File: src/rtl/cfg_reg_bank.sv
// Parametrised configuration register bank with RW, RO and W1C register kinds.
// One request at a time: IDLE accepts, WAIT inserts wait states, ACK completes.
module cfg_reg_bank #(
    parameter int                   ADDR_W      = 8,
    parameter int                   REG_W       = 8,
    parameter int                   NUM_REGS    = 8,
    parameter int                   WAIT_CYCLES = 0,
    parameter logic [NUM_REGS-1:0]  RO_MASK     = '0,
    parameter logic [NUM_REGS-1:0]  W1C_MASK    = '0,
    parameter logic [REG_W-1:0]     RESET_VAL   = '0
) (
    input  logic                      clk,
    input  logic                      rst,
    input  logic                      ena,
    input  logic                      wr_rdn,
    input  logic [ADDR_W-1:0]         addr,
    input  logic [REG_W-1:0]          wdata,
    input  logic                      we,
    output logic [REG_W-1:0]          rdata,
    output logic                      ack,
    output logic                      err,
    input  logic [NUM_REGS*REG_W-1:0] status_in,
    input  logic [NUM_REGS*REG_W-1:0] set_in,
    output logic [NUM_REGS*REG_W-1:0] reg_out,
    output logic                      irq
);

    typedef enum logic [1:0] {
        S_IDLE,
        S_WAIT,
        S_ACK
    } state_t;

    localparam logic [3:0]      CNT_INIT   = (WAIT_CYCLES > 0) ? 4'(WAIT_CYCLES - 1) : 4'd0;
    localparam logic [ADDR_W:0] NUM_REGS_X = (ADDR_W + 1)'(NUM_REGS);

    state_t              state;
    state_t              state_nxt;
    logic [3:0]          cnt;
    logic [3:0]          cnt_nxt;
    logic                accept;

    logic                wr_q;
    logic [ADDR_W-1:0]   addr_q;
    logic [REG_W-1:0]    wdata_q;

    logic                view_wr;
    logic [ADDR_W-1:0]   view_addr;
    logic                in_range;
    logic                sel_ro;
    logic [REG_W-1:0]    sel_val;
    logic                req_err;
    logic                commit;
    logic [NUM_REGS-1:0] wr_hit;
    logic [NUM_REGS-1:0] w1c_any;
    logic                unused_inputs;

    assign accept = (state == S_IDLE) && ena && we;

    // ------------------------------------------------------------------
    // Control FSM: state register and request capture
    // ------------------------------------------------------------------
    // NOTE: sequential state uses non-blocking assignments so every flop
    // samples pre-edge values regardless of block evaluation order.
    always_ff @(posedge clk or posedge rst) begin
        if (rst) begin
            state   <= S_IDLE;
            cnt     <= 4'd0;
            wr_q    <= 1'b0;
            addr_q  <= '0;
            wdata_q <= '0;
        end else begin
            state <= state_nxt;
            cnt   <= cnt_nxt;
            if (accept) begin
                wr_q    <= wr_rdn;
                addr_q  <= addr;
                wdata_q <= wdata;
            end
        end
    end

    // NOTE: every output of this block gets a default first, so no path
    // through the case statement can infer a latch.
    always_comb begin
        state_nxt = state;
        cnt_nxt   = cnt;
        case (state)
            S_IDLE: begin
                if (accept) begin
                    if (WAIT_CYCLES > 0) begin
                        state_nxt = S_WAIT;
                        cnt_nxt   = CNT_INIT;
                    end else begin
                        state_nxt = S_ACK;
                    end
                end
            end
            S_WAIT: begin
                if (!ena) begin
                    state_nxt = S_IDLE;
                end else if (cnt == 4'd0) begin
                    state_nxt = S_ACK;
                end else begin
                    cnt_nxt = cnt - 4'd1;
                end
            end
            S_ACK: begin
                state_nxt = S_IDLE;
            end
            default: begin
                state_nxt = S_IDLE;
            end
        endcase
    end

    // ------------------------------------------------------------------
    // Address decode. With zero wait states ACK is entered on the accept
    // edge, before the capture registers load, so decode the live request
    // while idle and the captured one otherwise.
    // ------------------------------------------------------------------
    always_comb begin
        view_wr   = (state == S_IDLE) ? wr_rdn : wr_q;
        view_addr = (state == S_IDLE) ? addr   : addr_q;
        in_range  = {1'b0, view_addr} < NUM_REGS_X;
        sel_ro    = 1'b0;
        sel_val   = '0;
        for (int i = 0; i < NUM_REGS; i++) begin
            if (view_addr == ADDR_W'(i)) begin
                sel_ro  = RO_MASK[i];
                sel_val = reg_out[i*REG_W +: REG_W];
            end
        end
        req_err = !in_range || (view_wr && sel_ro);
    end

    always_comb begin
        ack    = (state == S_ACK);
        err    = ack && req_err;
        commit = ack && ena && wr_q && !req_err;
        wr_hit = '0;
        for (int i = 0; i < NUM_REGS; i++) begin
            wr_hit[i] = commit && (addr_q == ADDR_W'(i));
        end
    end

    // Read data is captured on the edge entering ACK and held until the next read.
    always_ff @(posedge clk or posedge rst) begin
        if (rst) begin
            rdata <= '0;
        end else if ((state_nxt == S_ACK) && !view_wr) begin
            rdata <= req_err ? '0 : sel_val;
        end
    end

    // ------------------------------------------------------------------
    // Register storage, one generate slot per register kind
    // ------------------------------------------------------------------
    for (genvar i = 0; i < NUM_REGS; i++) begin : g_reg
        if (RO_MASK[i]) begin : g_ro
            assign reg_out[i*REG_W +: REG_W] = status_in[i*REG_W +: REG_W];
            assign w1c_any[i]                = 1'b0;
        end else if (W1C_MASK[i]) begin : g_w1c
            logic [REG_W-1:0] q;
            // NOTE: each register is a discrete flop bank, not a memory, so it
            // can take an asynchronous reset without blocking RAM inference.
            always_ff @(posedge clk or posedge rst) begin
                if (rst) begin
                    q <= '0;
                end else if (wr_hit[i]) begin
                    // Set is ORed in after the clear, so a same-cycle set wins.
                    q <= (q & ~wdata_q) | set_in[i*REG_W +: REG_W];
                end else begin
                    q <= q | set_in[i*REG_W +: REG_W];
                end
            end
            assign reg_out[i*REG_W +: REG_W] = q;
            assign w1c_any[i]                = |q;
        end else begin : g_rw
            logic [REG_W-1:0] q;
            always_ff @(posedge clk or posedge rst) begin
                if (rst) begin
                    q <= RESET_VAL;
                end else if (wr_hit[i]) begin
                    q <= wdata_q;
                end
            end
            assign reg_out[i*REG_W +: REG_W] = q;
            assign w1c_any[i]                = 1'b0;
        end
    end

    assign irq = |w1c_any;

    // Slices of status_in/set_in belonging to other register kinds are ignored.
    assign unused_inputs = ^{status_in, set_in};

endmodule

File: config.mk
export PLATFORM = sky130hd
export DESIGN_NAME = cfg_reg_bank
export DESIGN_NICKNAME = d
export VERILOG_FILES = /design/src/rtl/cfg_reg_bank.sv
export SDC_FILE = /design/constraint.sdc
export NUM_CORES = 1
export LEC_CHECK = 0
export ABC_AREA = 1
export BUFFER_PORTS_ARGS = -buffer_cell sky130_fd_sc_hd__buf_4
export CELL_PAD_IN_SITES_DETAIL_PLACEMENT = 0
export CELL_PAD_IN_SITES_GLOBAL_PLACEMENT = 1
export CORE_MARGIN = 2
export CORE_UTILIZATION = 32
export DETAILED_ROUTE_END_ITERATION = 16
export PLACE_DENSITY_LB_ADDON = 0.1
export REMOVE_ABC_BUFFERS = 1
export SLEW_MARGIN = 20
export SYNTH_ARGS = -nofsm -noshare
export SYNTH_HDL_FRONTEND = slang
export SYNTH_SLANG_ARGS = --single-unit
File: constraint.sdc
create_clock -name clk -period 2.85 [get_ports clk]
set_input_delay 0.1425 -clock clk [delete_from_list [all_inputs] [get_ports clk]]
set_output_delay 0.1425 -clock clk [all_outputs]
set_load 0.02 [all_outputs]
* Yosys cells after proc, flatten, opt, wreduce, memory -nomap -nowiden
Index checks and enable logic that the tools add are counted. Widths: inputs -> output; s select.
Cells by class: add/sub/neg operators 1, bitwise gates (word level) 1, mux-type cells 15, equal/unequal tests 17, reduce and logical (&&, ||, !) cells 22, $lt $le $gt $ge 1
Operator list (count):
- $mux 8 | 10
- $eq 8x3->1 const B | 8
- $eq 8x2->1 const B | 4
- $eq 8x1->1 const B | 2
- $logic_not 8->1 | 2
- $logic_and 1x1->1 | 15
- $lt 8x4->1 const B | 1
- $mux 2 | 3
- $eq 2x2->1 const B | 2
- $logic_not 4->1 | 1
- $pmux 2 s2 | 1
- $sub 4x1->4 const B | 1
- $reduce_and 3->1 | 1
- $eq 2x1->1 const B | 1
- $logic_not 1->1 | 2
- $logic_not 2->1 | 1
- $mux 1 | 1
- $not 1->1 | 1
Word-level totals: input port bits 149, register bits 95, output and inout port bits 75

* Depth between registers and ports, before layout
Gate-level depths: netlist of run 1.
word-level depth 12, depth in mapped cells 14, depth with buffers taken out 14

* Worst setup path before layout of run 1
Ideal clock, no wire load.
path type register to register, from register state[0], to register g_reg[7].g_rw.q[0], setup time 0.129 ns, stages on the path, launching flop included 8, clock period less this slack 1.874 ns, arrival 1.745 ns, setup slack 0.976 ns, path through dfrtp_1 nor2_1 nand3_2 nor3_4 nand3_1 buf_2 nand2_1 o21ai_0
Between the ends: longest elaborated chain between the ends 5, elaborated cells on any way between the ends 8
Ends and longest elaborated chain:
- start: declaration | RTL line 37 | state_t state;
- start signal: assignment | RTL line 73 | state <= state_nxt;
- $eq 2x2->1 | RTL line 138 | ack = (state == S_ACK);
- net ack | RTL line 20 | output logic ack,
- $logic_and 1x1->1 (3 in a row) | RTL line 140 | commit = ack && ena && wr_q && !req_err;
- $logic_and 1x1->1 | RTL line 143 | wr_hit[i] = commit && (addr_q == ADDR_W'(i));
- end signal: assignment | RTL line 185 | q <= wdata_q;
- end: declaration | RTL line 180 | logic [REG_W-1:0] q;
The timed path passes the listed nets, and every way through them passes these cells. A chain may end at the register's enable or synchronous reset.

* Worst setup path in the final report of run 1
from register state[0], to register rdata[4]
Between the ends: longest elaborated chain between the ends 12, elaborated cells on any way between the ends 31
Ends and longest elaborated chain:
- $logic_not 2->1
- $mux 8 | RTL line 124 | view_addr = (state == S_IDLE) ? addr : addr_q;
- $logic_not 8->1 | RTL line 129 | if (view_addr == ADDR_W'(i)) begin
- $mux 8 (8 in a row) | RTL line 129
- $mux 8 | RTL line 152 | rdata <= req_err ? '0 : sel_val;
- end signal: assignment | RTL line 152
- end: declaration | RTL line 19 | output logic [REG_W-1:0] rdata,
Several ways; a longest one is shown, not always the timed one.

==> results of run 1 <==
==> metrics by stage <==
stage | utilization | power, mW | std cells | area [um2]
6_report | 0.420 | 2.97 | 800 | 5580
2_1_floorplan | - | 1.63 | 506 | 4290
5_1_grt | 0.420 | 3.11 | 800 | 5580
3_3_place_gp | 0.396 | 1.76 | 783 | 5270
3_5_place_dp | 0.396 | 1.76 | 783 | 5270
4_1_cts | 0.420 | 3.02 | 800 | 5580
==> kinds of logic after synthesis <==
kind of cell | after synthesis | share of synthesized area
flip-flops | 95 | 0.543
AO/OA/AOI/OAI | 92 | 0.108
XOR/XNOR | 2 | 0.00401
adder cells (fa/ha/maj) | 1 | 0.00286
buffers and inverters | 57 | 0.0555
other | 1 | 0.000857
AND/OR/NAND/NOR | 270 | 0.275
multiplexers | 4 | 0.0103
==> area by class of cell <==
class | instances | area (um2) | share of cell area
Clock buffer | 14 | 264 | 0.0473
Tap cell | 176 | 220 | 0.0395
Timing Repair Buffer | 102 | 768 | 0.138
Sequential cell | 95 | 2380 | 0.426
Multi-Input combinational cell | 370 | 1750 | 0.314
Inverter | 41 | 155 | 0.0278
Clock inverter | 2 | 38.8 | 0.00695
==> report_power, final <==
group	total (mW)	leakage, nW	switching [mW]	internal, mW
clock	1.24	0.147	0.506	0.731
combinational	0.311	1.33	0.223	0.0882
sequential	1.42	1.28	0.0282	1.40
==> cells in the mapped netlist <==
master / number
a21oi_1: 17
buf_1: 1
buf_2: 8
buf_4: 1
buf_6: 2
clkbuf_1: 4
conb_1: 1
dfrtp_1: 95
ha_1: 1
inv_1: 40
inv_2: 1
mux2_2: 4
nand2_1: 141
nand2_2: 5
nand2_4: 1
nand3_1: 35
nand3_2: 2
nand4_1: 14
nor2_1: 42
nor2_2: 5
nor2_4: 2
nor3_1: 20
nor3_4: 2
o2111ai_1: 1
o211ai_1: 1
o21ai_0: 72
o21ai_2: 1
or2_0: 1
xnor2_1: 1
xor2_1: 1
==> tightest hold or removal path, delay by kind of cell <==
family | cells | cell delay [ns]
AOI/OAI and AO/OA | 1 | 0.09
buffers and inverters | 1 | 0.08
and+or+nand+nor | 1 | 0.03
==> registers in the layout, indices dropped and copies added (netlist names) <==
register,flops
addr_q,8
cnt,4
g.g_rw.q,64
rdata,8
state,2
wdata_q,8
wr_q,1
==> path summary, 6_finish.rpt <==
check | start | to | slack, ns | cells after the start
worst max register to register | state[0]$_DFF_PP0_ | rdata[4]$_DFFE_PP0P_ | 0.64 | 12
worst min-delay path | wdata[0] | wdata_q[0]$_DFFE_PP0P_ | 0.04 | 3
worst max-delay path | state[0]$_DFF_PP0_ | rdata[4]$_DFFE_PP0P_ | 0.64 | 12
max in group asynchronous | rst | g_reg[3].g_rw.q[2]$_DFFE_PP0P_ | 1.59 | 4
min in group asynchronous | rst | g_reg[2].g_rw.q[6]$_DFFE_PP0P_ | 0.47 | 3
worst min register to register | cnt[3]$_DFFE_PP0P_ | cnt[3]$_DFFE_PP0P_ | 0.47 | 1
==> routing by layer <==
metal  vias up  GRT usage
met3        13     0.0522
met5         -          0
li1       1910          -
met4         0     0.0538
met1      1726      0.236
met2        93      0.298
==> impl_results.md, run 1 <==
* Status: finished, final reports clean
* Placer congestion estimate at approximately 0.84
* Post-CTS sizing at 0
* Delay-heaviest family, CP: simple AND/OR/NAND/NOR gates
* Final nets at just under 800
* Root buf cell: clkbuf_16
* CP max FO at 9
* Fin worst setup slack at 0.635 ns
* Flops & latches, synth at 95
* Max-cap violation count at 0
* Setup CP Type: flip-flop to flip-flop
* Crit path arrival time at between 2 and 3 ns
* Highest metal layer with signal wires: met4
* Clk Latency, worst-skew pair at ~0.35 ns
* Total vias in the final route at 3742
* HP Class: primary input to flip-flop
* WL met3 at roughly 700 um
* Largest net degree at the start of global routing at between 40 and 50
* PortBufs at 94
* CP required at about 3.1 ns
* Area leader, netlist: dfrtp_1
* Die Height at roughly 120 um
* Ratio of cells with drive above 1 in the final layout at 0.221
* LEAKAGE at ~2.8 nW
* Slowest CP cell: dfrtp_1
* Min Tclk post-route at roughly 2.2 ns
* CP dominant cell by count: nand2_1
* CP max stage delay at between 0.4 and 0.5 ns
* VDD IR-drop max at 0.417 mV
* Count of cell types in the netlist at 30
* Crit-path cells: nor2_2 -> buf_4 -> nand2_1 -> nand2_2 -> nand2_1 -> nor2_2 -> nand2_1 -> inv_1 -> nand2_1 -> nand4_1 -> nand2_1 -> nand2_1
* Number of cell rows at 42
* YS warnings at 0
* Iter 0 DRT Violations at about 250
* Ranking of synthesized cells by area: dfrtp_1 (54%), nand2_1 (12%), o21ai_0 (8.2%)
* M1 wire length at ~5600 um
* DRC Markers at 0
* Vias in the first global route at between 3000 and 4000
* Core area at between 10000 and 15000 um2
* Sequential area share after synthesis at 0.543
* Clk buf depth at 2
* Die area at between 10000 and 15000 um2
* CTS H-tree depth at 3
* Aggregate routed wire length at ~13000 um
* Avg Cell Area, Syn at between 8 and 9 um2
* Gr usage total at 0.183
* Ant. Diodes at 0
* Met2 wire len at 6190 um
* WHS at roughly 0.038 ns
* Fmax at 452 MHz
* Setup TNS Final at 0 ns
* Critical path endpoint category: flip-flop
* Skew final at roughly 0.011 ns
* Slew margin rel. at 0.478
* Num CTS Buffers at 9
* RSZ-0062 raised after global routing: false
* Grt total ovfl at 0
* Fillers at 1360
* Synth-to-layout area growth at 27.5%
* Routed wire per std cell at around 16 um
* Post-CTS setup buffers at 0
* Pwr Density at roughly 530 nW/um2
* First-pass detailed-route iteration total at 4
* Width of the die at 121 um
* Post-route ant nets at 0
* Worst Path Buf+Inv at 2
* Register clock-pin slew on the reported worst setup and hold paths at around 0.06 ns
* Initial antenna violation count at 0
* Share of Yosys cell area claimed by the top area cell type at 0.543
* Starting density of the core at 0.329
* Most frequent cells in the layout: nand2_1 (141), buf_4 (101), dfrtp_1 (95), o21ai_0 (72), nor2_1 (42)
* Cells after synthesis at between 500 and 600
* Final Hold Viols at 0
* Detailed placer's ending HPWL at about 9000 um
* Final-report max-slew violation count at 0
* CTS sink cnt at 95
* Via/cell ratio at 4.68
* CTS tree: done
* Final setup vio count at 0
* # IOs at about 220
* CTS Hold Bufs at 1
* First-pass GRT wire length at between 20000 and 25000 um
* Pre-CTS setup slack at around 0.60 ns
* Cell Area, Synth at between 4000 and 5000 um2
* Startpoint Class: flip-flop
* Most common cell after layout, fill and taps aside: nand2_1
* Tcrit/Tclk final at 0.777
* Actual slew at the worst max-slew pin at approximately 0.78 ns
Power figures use the tool's default switching activity.
==> run 2: changes to the inputs <==
clock period = 2.25 ns   (was 2.85 ns; I/O delays follow)
==> run 2 against run 1 <==
Clock skew shrank 0.0044 ns. Critical path type unchanged. Flip-flop and latch count is the same. Setup slack lost 0.46 ns. Final cell count grew 2.5%. Global-route usage grew 0.28 points. Clock-buffer cell count shrank 1.
==> impl_results.md, run 2 (synthesis results as in run 1) <==
* Setup TNS Final at 0 ns (unchanged)
* Final core occ at 0.433 (+0.0139)
* Fin worst setup slack at 0.174 ns (-0.462 ns)
* Switching share of total power at 0.257 (+0.00217)
* Tcrit/Tclk final at 0.923 (+0.146)
* Ant. Diodes at 0 (unchanged)
* Width of the die at 121 um (unchanged)
* Pre-CTS setup slack at 0.00957 ns (-0.586 ns)
* WHS at 0.0108 ns (-0.0275 ns)
* Grt total ovfl at 0 (unchanged)
* Status: finished, final reports clean
* Setup CP Type: flip-flop to flip-flop
* Iter 0 DRT Violations at 190 (-25%)
* Clock Power Share at 0.420 (+0.004)
* CTS H-tree depth at 3 (unchanged)
* # IOs at 224 (unchanged)
* Clk buf depth at 2 (unchanged)
* Most common cell after layout, fill and taps aside: nand2_1
* Post-placement cell count at 796 (+1.7%)
* CTS sink cnt at 95 (unchanged)
* Clk Latency, worst-skew pair at 0.35 ns (about the same)
* Aggregate routed wire length at 13000 um (+1.8%)
* Min Tclk post-route at 2.08 ns (-0.138 ns)
* Critical path endpoint category: flip-flop
* Final-report max-slew violation count at 0 (unchanged)
* DRC Markers at 0 (unchanged)
* Initial antenna violation count at 0 (unchanged)
* HP Class: primary input to flip-flop
* Register area at 2380 um2 (unchanged)
* Final Hold Viols at 0 (unchanged)
* Skew final at 0.00635 ns (-0.00440 ns)
* Dpl cell area at 5380 um2 (+2.1%)
* Die Height at 121 um (unchanged)
* Top reg by flops: g.g_rw.q
* Internal Power at 2.85 mW (+29%)
* Core area at 13300 um2 (unchanged)
* CP max FO at 9 (unchanged)
* Total vias in the final route at 3862 (+3.2%)
* CP required at 2.54 ns (-0.59 ns)
* Placer congestion estimate at 0.842 (+0.61%)
* Final non-filler cell total at 820 (+2.5%)
* Final nets at 789 (+2.6%)
* First-pass GRT wire length at 20500 um (+2.2%)
* Via/cell ratio at 4.71 (+0.69%)
* Starting density of the core at 0.329 (unchanged)
* Combinational share of power at 0.109 (+0.004)
* Gr usage total at 0.186 (+0.00283)
* Setup slack, reg-to-reg at 0.17 ns (-0.46 ns)
* Actual slew at the worst max-slew pin at 0.525 ns (-0.257 ns)
* Power Total at 3.83 mW (+29%)
* Fmax at 482 MHz (+6.7%)
* PortBufs at 94 (unchanged)
* Final setup vio count at 0 (unchanged)
* Fillers at 1382 (+1.6%)
* VDD IR-drop max at 0.262 mV (-37%)
* Routed wire per std cell at 15.8 um (-0.72%)
* Synth-to-layout area growth at 31.8%
* Pwr Density at 665 nW/um2 (+25%)
* Largest net degree at the start of global routing at 31 (-30%)
* Most frequent cells in the layout: nand2_1 (140), buf_4 (117), dfrtp_1 (95), o21ai_0 (72), nor2_1 (42)
* Number of cell rows at 42 (unchanged)
* Largest register FFs at 64 (unchanged)
* Die area at 14600 um2 (unchanged)
* Max-cap violation count at 0 (unchanged)
* Post-route ant nets at 0 (unchanged)
* Psw at 0.985 mW (+30%)
* Num CTS Buffers at 9 (unchanged)
* Root buf cell: clkbuf_16
* Vias in the first global route at 3780 (+1.0%)
* LEAKAGE at 2.87 nW (+3.8%)
* Slew margin rel. at 0.649 (+0.171)
* Register clock-pin slew on the reported worst setup and hold paths at 0.07 ns (about the same)
* Startpoint Class: flip-flop
* Crit path arrival time at 2.36 ns (-0.14 ns)
* Design area at 5760 um2 (+3.3%)
* CTS tree: done
* First-pass detailed-route iteration total at 4 (unchanged)
* Ratio of cells with drive above 1 in the final layout at 0.245 (+0.0242)
* Flop pwr share at 0.471 (-0.008)
* Multi-input logic area at 1760 um2 (+0.43%)
* Detailed placer's ending HPWL at 9390 um (+1.4%)
[run 2: what timing repair did]
action                     CTS  global route
hold endpoints to repair    25             0
setup endpoints to repair    1             4
pin swaps                    0             3
cloned                       0             0
hold buffers                 4             0
buffers inserted             0             4
gates resized for setup      1             1
[run 2: layer usage]
metal	vias to the layer above	part of all wire	track usage
met3	12	0.039	0.0301
li1	1955	-	-
met2	71	0.49	0.309
met1	1824	0.46	0.244
met4	0	0.016	0.0676
met5	-	0	0
[run 2: critical path: stages, from the launching register on]
cell     delay (ns)
dfrtp_1        0.44
nor2_4         0.24
buf_4          0.16
nand2_1        0.04
nand2_1        0.10
buf_4          0.17
nand3_1        0.13
nor2_2         0.36
a21oi_1        0.12
nand4_1        0.13
nand2_1        0.06
nand2_1        0.05
[run 2: cell type report]
class | count | share of cell area
Sequential cell | 95 | 0.413
Tap cell | 176 | 0.0382
Clock inverter | 3 | 0.00695
Multi-Input combinational cell | 370 | 0.306
Inverter | 41 | 0.0269
Timing Repair Buffer | 122 | 0.163
Clock buffer | 13 | 0.0469
[run 2: power groups by stage]
| stage | logic [mW] | clock network [mW] | registers, mW |
|---|---|---|---|
| 4_1_cts | 0.421 | 1.64 | 1.80 |
| 2_1_floorplan | 0.229 | 0 | 1.84 |
| 3_3_place_gp | 0.408 | 0 | 1.83 |
| 6_report | 0.419 | 1.61 | 1.80 |
| 5_1_grt | 0.475 | 1.72 | 1.81 |
| 3_5_place_dp | 0.414 | 0 | 1.84 |
[run 2: worst paths after layout]
| kind | startpoint | end | cells past startpoint |
|---|---|---|---|
| max | state[0]$_DFF_PP0_ | rdata[6]$_DFFE_PP0P_ | 11 |
| min | addr[5] | addr_q[5]$_DFFE_PP0P_ | 2 |
| max reg2reg | state[0]$_DFF_PP0_ | rdata[6]$_DFFE_PP0P_ | 11 |
| min reg2reg | cnt[0]$_DFFE_PP0P_ | cnt[0]$_DFFE_PP0P_ | 2 |
| max in group asynchronous | rst | g_reg[6].g_rw.q[3]$_DFFE_PP0P_ | 4 |
| min in group asynchronous | rst | addr_q[5]$_DFFE_PP0P_ | 3 |
==> run 3: changes to the inputs <==
==> constraint.sdc (replaced) <==
create_clock -name clk -period 2.25 [get_ports clk]
set_input_delay 0.45 -clock clk [delete_from_list [all_inputs] [get_ports clk]]
set_output_delay 0.45 -clock clk [all_outputs]
set_load 0.02 [all_outputs]
==> run 3 against run 2 <==
First-iteration DRC count up 33%. Largest cell class unchanged. Critical endpoint is now err. Core utilization down 0.35 points. Critical path depth down 4. Wire length down 1.0%. Worst hold slack better by 0.095 ns. Clock skew about the same.
==> impl_results.md, run 3 (synthesis results as in run 1) <==
* Status: finished, final reports clean
* Final Hold Viols at 0 (unchanged)
* Startpoint Class: flip-flop
* Worst reg2reg startpoint: state[0]$_DFF_PP0_
* HP Class: primary input to asynchronous set/reset pin
* Top reg by flops: g.g_rw.q
* Skew final at 0.00611 ns (-0.000238 ns)
* DRC Markers at 0 (unchanged)
* Vias in the first global route at 3707 (-1.9%)
* Largest net degree at the start of global routing at 31 (unchanged)
* Synth-to-layout area growth at 30.7%
* Crit path arrival time at 1.67 ns (-0.69 ns)
* Final setup vio count at 0 (unchanged)
* Crit-path cells: inv_1 -> nand2_2 -> nand2_1 -> nand2_4 -> nor2_2 -> nor3_1 -> buf_4
* Setup CP Type: flip-flop to primary output
* Post-route ant nets at 0 (unchanged)
* Via/cell ratio at 4.73 (+0.41%)
* Initial antenna violation count at 0 (unchanged)
* Gr usage total at 0.185 (-0.000454)
* CTS sink cnt at 95 (unchanged)
* CP max stage delay at 0.39 ns (-0.05 ns)
* CTS H-tree depth at 3 (unchanged)
* Switching share of total power at 0.269 (+0.0116)
* Placer congestion estimate at 0.839 (-0.37%)
* Pre-CTS setup slack at 0.0320 ns (+0.0224 ns)
* First-pass detailed-route iteration total at 4 (unchanged)
* Largest register FFs at 64 (unchanged)
* Num CTS Buffers at 9 (unchanged)
* Routed wire per std cell at 15.6 um (-1.0%)
* Delay-heaviest family, CP: simple AND/OR/NAND/NOR gates
* PortBufs at 94 (unchanged)
* Register area at 2380 um2 (about the same)
* Combinational share of power at 0.116 (+0.007)
* Clk buf depth at 2 (unchanged)
* Power Total at 3.61 mW (-5.9%)
* Iter 0 DRT Violations at 253 (+33%)
* Most frequent cells in the layout: nand2_1 (139), buf_4 (121), dfrtp_1 (94), o21ai_0 (71), nor2_1 (41)
* R2R depth at 12 (+1)
* RSZ-0062 raised after global routing: false
* VDD IR-drop max at 0.310 mV (+18%)
* Internal Power at 2.64 mW (-7.4%)
* Dpl cell area at 5400 um2 (+0.47%)
* Fmax at 471 MHz (-2.1%)
* Ratio of cells with drive above 1 in the final layout at 0.255 (+0.00932)
* CTS Hold Bufs at 0 (-4)
* CP max FO at 6 (-3)
* Tcrit/Tclk final at 0.943 (+0.0200)
* Most common cell after layout, fill and taps aside: nand2_1
* Root buf cell: clkbuf_16
* Aggregate routed wire length at 12800 um (-1.0%)
* Worst Path Buf+Inv at 2 (unchanged)
* CP required at 1.80 ns (-0.74 ns)
* Detailed placer's ending HPWL at 9410 um (+0.30%)
* Pwr Density at 631 nW/um2 (-5.2%)
* Clk Latency, worst-skew pair at 0.35 ns (about the same)
* Starting density of the core at 0.329 (unchanged)
* Critical path endpoint category: primary output
* Design area at 5720 um2 (-0.80%)
* Final nets at 789 (unchanged)
* Number of cell rows at 42 (unchanged)
* Setup slack, reg-to-reg at 0.23 ns (+0.06 ns)
* Worst reg2reg endpoint: rdata[3]$_DFFE_PP0P_
* Multi-input logic area at 1780 um2 (+0.85%)
* Max-cap violation count at 0 (unchanged)
* Grt total ovfl at 0 (unchanged)
* Total vias in the final route at 3878 (+0.41%)
* Core area at 13300 um2 (unchanged)
* Ant. Diodes at 0 (unchanged)
* Slowest CP cell: dfrtp_1
* Register clock-pin slew on the reported worst setup and hold paths at 0.06 ns (about the same)
* First-pass GRT wire length at 20300 um (-1.0%)
* Width of the die at 121 um (unchanged)
* LEAKAGE at 2.85 nW (-0.80%)
* Psw at 0.969 mW (-1.7%)
* WHS at 0.105 ns (+0.0946 ns)
* Fillers at 1412 (+2.2%)
* Die area at 14600 um2 (unchanged)
* Fin worst setup slack at 0.129 ns (-0.0450 ns)
* # IOs at 224 (unchanged)
* Clock Power Share at 0.383 (-0.037)
* Final-report max-slew violation count at 0 (unchanged)
* CTS tree: done
* Flop pwr share at 0.501 (+0.030)
* Min Tclk post-route at 2.12 ns (+0.0450 ns)
* Die Height at 121 um (unchanged)
## run 3: cell types whose count changed in the layout (fill, tap and decap cells not counted), moves of 2 or more
cell	change
clkinv_2	+3
nor2_4	+2
clkbuf_8	-3
dlygate4sd3_1	-4
buf_4	+4
## run 3: routing by layer
metal  routed length (um)  GRT usage  vias up  part of all wire
met2                 6240      0.297       93              0.49
li1                     -          -     1948                 -
met4                  177     0.0698        0             0.014
met5                    0          0        -                 0
met1                 5740      0.252     1829              0.45
met3                  664     0.0305        8             0.052
## run 3: cell type report
class,count,share of cell area
inverter,41,0.0271
clock inverter,5,0.00438
clock buffer,11,0.0407
multi-input combinational,370,0.311
sequential,95,0.416
timing repair buffer,122,0.162
tap,176,0.0385
## run 3: stage by stage
stage,TNS (ns),utilization,instances
after CTS,0,0.427,819
final,0,0.430,820
after floorplan,-64.32,-,506
after global placement,0,0.406,801
after global routing,0,0.430,820
after detailed placement,0,0.406,801
## run 3: how the worst max path moves through the flow
stage | from | end | cells after the start
floorplan | rst | addr_q[0]$_DFFE_PP0P_ | 1
global placement | state[0]$_DFF_PP0_ | rdata[5]$_DFFE_PP0P_ | 10
detailed placement | state[0]$_DFF_PP0_ | rdata[5]$_DFFE_PP0P_ | 10
CTS | state[0]$_DFF_PP0_ | err | 7
global route | state[1]$_DFF_PP0_ | err | 7
finish | state[1]$_DFF_PP0_ | err | 7
## run 3: what timing repair did
| action | in CTS | in global routing |
|---|---|---|
| buffers inserted | 2 | 1 |
| endpoints found under the setup margin | 1 | 6 |
| pin swaps | 1 | 1 |
| gates resized for setup | 1 | 7 |
## run 3: power by group through the flow
stage	Sequential [mW]	Clock, mW	Combinational (mW)
CTS	1.80	1.43	0.419
floorplan	1.84	0	0.229
finish	1.81	1.38	0.420
global placement	1.83	0	0.409
detailed placement	1.84	0	0.415
global route	1.81	1.49	0.476
